===== src/rtl/cipher_stream_sequencer.sv =====
// rtl/cipher_stream_sequencer.sv - byte-stream feeder and result register for the A-Z rotor cipher core
module cipher_stream_sequencer #(
    parameter int         STEP_W    = 4,
    parameter int         CNT_W     = 16,
    parameter logic [1:0] RESET_SET = 2'd0
) (
    input  logic              clk,
    input  logic              rst_n,
    input  logic              key_load,
    input  logic [1:0]        key_setting,
    input  logic [STEP_W-1:0] step_period,
    input  logic              in_valid,
    output logic              in_ready,
    input  logic [7:0]        in_char,
    input  logic              in_last,
    output logic [7:0]        core_char,
    output logic [1:0]        core_setting,
    input  logic [7:0]        core_result,
    output logic              out_valid,
    input  logic              out_ready,
    output logic [7:0]        out_char,
    output logic [1:0]        out_setting,
    output logic              out_last,
    output logic [CNT_W-1:0]  char_count
);

    typedef enum logic [1:0] {
        S_IDLE = 2'd0,
        S_EVAL = 2'd1,
        S_OUT  = 2'd2
    } state_t;

    state_t state, state_nxt;

    logic [7:0]        hold_char;
    logic              hold_last;
    logic              hold_letter;
    logic [1:0]        key;
    logic [1:0]        setting;
    logic [STEP_W-1:0] period;
    logic [STEP_W-1:0] stepcnt;

    logic       in_is_upper;
    logic       in_is_lower;
    logic [7:0] in_upper;

    assign in_is_upper = (in_char >= 8'h41) && (in_char <= 8'h5a);
    assign in_is_lower = (in_char >= 8'h61) && (in_char <= 8'h7a);
    assign in_upper    = in_is_lower ? (in_char - 8'h20) : in_char;

    always_ff @(posedge clk or negedge rst_n) begin
        if (!rst_n) begin
            state <= S_IDLE;
        end else begin
            state <= state_nxt;
        end
    end

    always_comb begin
        state_nxt = state;
        case (state)
            S_IDLE:  if (!key_load && in_valid) state_nxt = S_EVAL;
            S_EVAL:  state_nxt = S_OUT;
            S_OUT:   if (out_ready) state_nxt = S_IDLE;
            default: state_nxt = S_IDLE;
        endcase
    end

    always_comb begin
        in_ready  = (state == S_IDLE) && !key_load;
        out_valid = (state == S_OUT);
    end

    // core_char/core_setting are loaded on accept so the core sees them for the whole EVAL cycle
    always_ff @(posedge clk or negedge rst_n) begin
        if (!rst_n) begin
            hold_char    <= 8'h00;
            hold_last    <= 1'b0;
            hold_letter  <= 1'b0;
            key          <= RESET_SET;
            setting      <= RESET_SET;
            period       <= '0;
            stepcnt      <= '0;
            char_count   <= '0;
            core_char    <= 8'h41;
            core_setting <= RESET_SET;
            out_char     <= 8'h00;
            out_setting  <= RESET_SET;
            out_last     <= 1'b0;
        end else begin
            case (state)
                S_IDLE: begin
                    if (key_load) begin
                        key        <= key_setting;
                        period     <= step_period;
                        setting    <= key_setting;
                        stepcnt    <= '0;
                        char_count <= '0;
                    end else if (in_valid) begin
                        hold_char   <= in_char;
                        hold_last   <= in_last;
                        hold_letter <= in_is_upper || in_is_lower;
                        if (in_is_upper || in_is_lower) begin
                            core_char    <= in_upper;
                            core_setting <= setting;
                        end
                    end
                end
                S_EVAL: begin
                    out_last    <= hold_last;
                    out_setting <= setting;
                    if (hold_letter) begin
                        out_char <= core_result;
                        if (char_count != {CNT_W{1'b1}}) begin
                            char_count <= char_count + 1'b1;
                        end
                        // the rotor advances only after this letter has used the current setting
                        if (period != '0) begin
                            if (stepcnt == period - 1'b1) begin
                                setting <= setting + 2'd1;
                                stepcnt <= '0;
                            end else begin
                                stepcnt <= stepcnt + 1'b1;
                            end
                        end
                    end else begin
                        out_char <= hold_char;
                    end
                end
                S_OUT: begin
                    if (out_ready && out_last) begin
                        setting <= key;
                        stepcnt <= '0;
                    end
                end
                default: ;
            endcase
        end
    end

endmodule


===== config.mk =====
export PLATFORM = sky130hd
export DESIGN_NAME = cipher_stream_sequencer
export DESIGN_NICKNAME = d
export VERILOG_FILES = /design/src/rtl/cipher_stream_sequencer.sv
export SDC_FILE = /design/constraint.sdc
export NUM_CORES = 1
export LEC_CHECK = 0
export CORE_MARGIN = 8
export CORE_UTILIZATION = 45
export CTS_CLUSTER_SIZE = 8
export DETAILED_ROUTE_END_ITERATION = 10
export GPL_ROUTABILITY_DRIVEN = 0
export PLACE_DENSITY_LB_ADDON = 0.1
export SYNTH_ARGS = -nofsm -noshare
export SYNTH_HDL_FRONTEND = slang
export SYNTH_SLANG_ARGS = --single-unit

===== constraint.sdc =====
create_clock -name clk -period 1.7 [get_ports clk]
set_input_delay 0.34 -clock clk [delete_from_list [all_inputs] [get_ports clk]]
set_output_delay 0.34 -clock clk [all_outputs]
set_load 0.05 [all_outputs]

Yosys cells after proc, flatten, opt, wreduce, memory -nomap -nowiden
Index checks and enable logic that the tools add are counted.
{"block": "word_totals", "regBits": 61, "in_bits": 28, "output_inout_bits": 39, "elab_cells": 75}
{"block": "classes", "n_addsub": 5, "magnitude_cmp": 4, "n_eq_ne": 12, "mux": 21, "bitwise_logic": 1, "reduce_logical": 18}
{"op": "$mux W16", "n": 3}
{"op": "$pmux W16 S2", "n": 1}
{"op": "$mux W4", "n": 5}
{"op": "$add A16 B1 Y16 const B", "n": 1}
{"op": "$ge A8 B7 Y1 const B", "n": 2}
{"op": "$le A8 B7 Y1 const B", "n": 2}
{"op": "$mux W8", "n": 2}
{"op": "$ne A16 B16 Y1 const B", "n": 1}
{"op": "$mux W2", "n": 7}
{"op": "$ne A2 B2 Y1 const B", "n": 6}
{"op": "$pmux W2 S3", "n": 2}
{"op": "$pmux W4 S3", "n": 1}
{"op": "$reduce_and A4 Y1", "n": 2}
{"op": "$sub A8 B6 Y8 const B", "n": 1}
{"op": "$reduce_and A6 Y1", "n": 1}
{"op": "$logic_and A1 B1 Y1", "n": 5}
{"op": "$reduce_and A5 Y1", "n": 1}
{"op": "$add A4 B1 Y4 const B", "n": 1}
{"op": "$eq A4 B4 Y1", "n": 1}
{"op": "$ne A2 B1 Y1 const B", "n": 2}
{"op": "$reduce_and A2 Y1", "n": 2}
{"op": "$reduce_bool A4 Y1", "n": 1}
{"op": "$sub A4 B1 Y4 const B", "n": 1}
{"op": "$reduce_and A3 Y1", "n": 1}
{"op": "other kinds (9)", "n": 9}

Longest topological paths before layout
{"block": "logic_depth", "word_depth": 6, "depth_mapped": 9, "depth_no_buf": 8}

Worst setup path before layout
OpenSTA, ideal clock, no wires.
{"block": "synth_path", "kind": "register to register", "start": "register char_count[0]", "end": "register char_count[15]", "setup_time_ps": 78, "arrival_ps": 1974, "t_required_ps": 1622, "slack_ps": -352, "stages_incl_launch_ff": 8, "path_buffers": 1, "period_less_slack_ps": 2052, "cell_sequence": "dfrtp_1 ha_1 nand3_1 or2_1 o21ai_2 buf_2 o31ai_1 a21oi_1"}
{"block": "synth_between", "elab_chain_cells": 4, "word_cells_on_any_way": 7, "cone_classes": "add/sub: 1; eq/ne: 2; mux: 3; reduce/logical: 1"}
{"item": "from (decl)", "line": "24", "text": "output logic [CNT_W-1:0] char_count"}
{"item": "from (signal assigned)", "line": "115", "text": "char_count <= char_count + 1'b1;"}
{"item": "$add A16 B1 Y16", "line": "115"}
{"item": "$mux W16", "line": "114", "text": "if (char_count != {CNT_W{1'b1}}) begin"}
{"item": "$mux W16", "line": "112", "text": "if (hold_letter) begin"}
{"item": "$pmux W16 S2", "line": "91", "text": "case (state)"}
Several ways; a longest one is shown, not always the timed one. The select of a mux whose other input is x is not followed.
A chain may end at the register's enable or synchronous reset.

Worst setup path after layout
{"block": "layout_path", "start": "register state[0]", "end": "register char_count[13]"}
{"block": "layout_between", "elab_chain_cells": 3, "word_cells_on_any_way": 8, "cone_classes": "eq/ne: 4; mux: 1; reduce/logical: 3"}
{"item": "from (decl)", "line": "33", "text": "state_t state, state_nxt;"}
{"item": "from (signal assigned)", "line": "55", "text": "state <= state_nxt;"}
{"item": "$eq A2 B1 Y1 / $logic_not A2 Y1 (equally long branches)", "line": "91"}
{"item": "$ne A2 B2 Y1 (no source line) / $reduce_bool A2 Y1 (equally long branches)"}
{"item": "$reduce_and A4 Y1 (no source line)"}
Several ways; a longest one is shown, not always the timed one.

==> flow_summary.ini <==
[flow_run]
cap_violations = 0

[power_and_ir_drop]
combPwrFrac_pct = 57.9
seq_power_share_pct = 26.0
p_leak_nw = 2.20
p_int_mw = 5.38
vdd.ir_drop.worst_uv = 1530
switching_share_pct = 41.8
switching_power_mw = 3.87
pwr-share-clk_pct = 16.2
power_density_nw_per_um2 = 1890

[global_route]
track_usage_pct = 17.7
grt_max_degree = 62
grt_overflow = 0
grt_pass1_vias = 2885
grt_pass1_wl_um = 13700
grt_antenna_before_repair = 0

[clock_tree]
cts_made_buffers = 9
cts_tree = done
clockBufferDepth = 2
worst_setup_hold_path_clk_slew_ns = 0.07
cts_sinks = 61
root_buffer = clkbuf_8
clkLatencyLatePin_ns = 0.35
ctsHtreeMaxLevel = 3

[sta]
fin_hold_ws_ns = -0.0135
finalHoldViolCount = 15
relSlewSlack_pct = 77.4
setup_viol = 39
tightest_slew_ns = 0.338
fmax_mhz = 523
finalWorstSetupSlack_ns = -0.213
finClkSkew_ns = 0.00733
post-route-min-period_ns = 1.91
timing.final.crit_share_pct = 113
rsz0062_at_grt = yes
finalSetupTns_ns = -5.09
drv_slew = 0

[floorplan]
initial_core_util_pct = 46.8
die-area_sq_um = 9550
io_pins = 67
rows = 29
die_w_um = 97.7
die_h_um = 97.7
coreArea_sq_um = 6420

[cells_and_area]
drive_gt1_share_pct = 51.4
utilization_pct = 76.2
fin_nets = 458
fill_cells = 444
multi_input_area_sq_um = 1770
final_area_sq_um = 4890
seq_area_sq_um = 1550
antennaDiodeCount = 0
area_delta_synth_final_pct = 62.9

[synth]
synth_cell_type_count = 50
yosys_warnings = 0
avgSynthCellArea_sq_um = 10.6
synth_commonest_cells = 59 x dfrtp_1, 23 x a21oi_1, 23 x mux2_2
synth_edf_count = 0
synth_area_leaders = dfrtp_1 49%, mux2_2 8.6%, a21oi_1 3.8%
synth_ff_type = dfrtp_1
synth.net_count = 320
synth_top_area_share_pct = 49.1
netlist_area_sq_um = 3000
yosysMostFrequentCell = dfrtp_1
netlist_instances = 283
synthArstFlopShare_pct = 100
yosysSeqAreaShare_pct = 50.9
yosys.area.top_type = dfrtp_1
ys_seq_elements = 61

[placed_design]
portBuffers = 66
hpwlAfterDp_um = 5570
dpl_cell_area_sq_um = 4160

[setup_path]
endpoint_kind = flip-flop
path_max_fanout = 5
crit_required_ns = 1.98
worstSetupPathType = flip-flop to flip-flop
rrSetupSlack_ns = -0.21
cp_top_family = simple AND/OR/NAND/NOR gates
crit_path_cell_trace = inv_2, ha_4, nand2b_4, inv_8, nor3_4, buf_6, o2111ai_4, or3_4, a21oi_2
worst_path_max_delay_cell = dfrtp_1
critPathMaxStageDelay_ns = 0.43
start_kind = flip-flop
r2r_start = state[0]$_DFFE_PN0P_
crit_path_start = state[0]$_DFFE_PN0P_
cp_num_buf_inv = 3
arrival_ns = 2.19

[detailed_routing]
via_per_inst = 5.47
drc = 0
antenna_left = 0
route.detailed.wl_per_inst_um = 17.4
num_vias = 2750
wl_um = 8770
drt-initial-drc-count = 77
firstDrtPassIters = 4

[status]
outcome = finished with violations
violations = hold timing, setup timing

[worst_hold_path]
hold_path_class = input pin to asynchronous set/reset pin
logic make-up (layout without fill, tap and decap cells):
family          after synthesis  in the layout  share of synthesized area, %
compound gates               65             66                          12.9
xor+xnor                      9              9                          2.62
fa+ha+maj                     9              9                          3.75
buf+inv                      20            162                          2.71
flops                        61             61                          50.9
mux                          33             33                          12.0
simple gates                 86             86                          15.1
per-stage QoR:
step | std cells | hold WS (ns) | power (mW) | worst slack (ns)
6_report | 503 | -0.0135 | 9.25 | -0.213
2_1_floorplan | 283 | 0.0444 | 5.17 | -0.0317
5_1_grt | 503 | 0.0145 | 9.74 | -0.329
3_3_place_gp | 465 | 0.375 | 6.66 | -0.435
3_5_place_dp | 465 | 0.375 | 6.77 | -0.546
4_1_cts | 491 | 0.00614 | 8.67 | -0.180
routing by layer:
layer / wire length, um / global-route usage [%] / vias to the layer above / part of all wire (%)
met5: 0 / 0 / - / 0
met4: 133 / 7.19 / 0 / 1.5
met3: 531 / 6.59 / 12 / 6.1
met2: 4350 / 29.4 / 75 / 50
met1: 3750 / 20.2 / 1362 / 43
li1: - / - / 1301 / -
cells in the final DEF, fill, tap and decap left out, types with 4 or more instances in the layout:
master / count
mux2_4: 16
o21ai_2: 6
ha_1: 5
o21ai_0: 8
clkbuf_8: 11
a21oi_1: 14
xnor2_1: 4
clkdlybuf4s50_1: 22
o21ai_1: 6
ha_4: 4
a21oi_2: 9
nand2_1: 16
nand3_1: 6
mux2_2: 9
mux2i_1: 8
inv_1: 8
nor2_1: 20
buf_12: 6
nand4_1: 5
dfrtp_2: 13
or3_1: 4
buf_4: 85
xor2_1: 4
dfrtp_1: 46
buf_6: 15
worst paths after layout:
kind / end / cells past startpoint
worst max-delay path: char_count[13]$_DFFE_PN0P_ / 9
worst min-delay path: stepcnt[3]$_DFFE_PN0P_ / 2
worst max register to register: char_count[13]$_DFFE_PN0P_ / 9
worst min register to register: hold_char[6]$_DFFE_PN0P_ / 2
max in group asynchronous: core_char[6]$_DFFE_PN1P_ / 2
min in group clk: hold_char[6]$_DFFE_PN0P_ / 2
power by group through the flow:
stage	registers (mW)	clock network, mW	logic, mW
2_1_floorplan	3.25	0	1.93
3_3_place_gp	2.39	0	4.28
3_5_place_dp	2.41	0	4.36
4_1_cts	2.39	1.51	4.77
5_1_grt	2.46	1.58	5.70
6_report	2.40	1.49	5.35
cell type report:
| cell class | instances | area share (%) |
|---|---|---|
| tap | 77 | 1.97 |
| clock buffer | 12 | 3.17 |
| sequential | 61 | 31.6 |
| timing repair buffer | 134 | 24.6 |
| clock inverter | 4 | 1.43 |
| multi-input combinational | 203 | 36.2 |
| inverter | 12 | 1.07 |
state kept, by name, summed over array words and instances (netlist names), 2 cells and up:
signal and flops:
setting 2, stepcnt 4, char_count 16, out_setting 2, out_char 8, hold_char 8
period 4, core_char 8, key 2, state 2, core_setting 2
what timing repair did:
item	4_1_cts	5_1_grt
buffers inserted	9	15
hold endpoints to repair	0	0
endpoints found under the setup margin	30	42
gates cloned	1	2
resized for setup	31	63
hold buffers	0	0
pin swaps	19	18
Note: power is estimated with default switching activity, not from simulation.
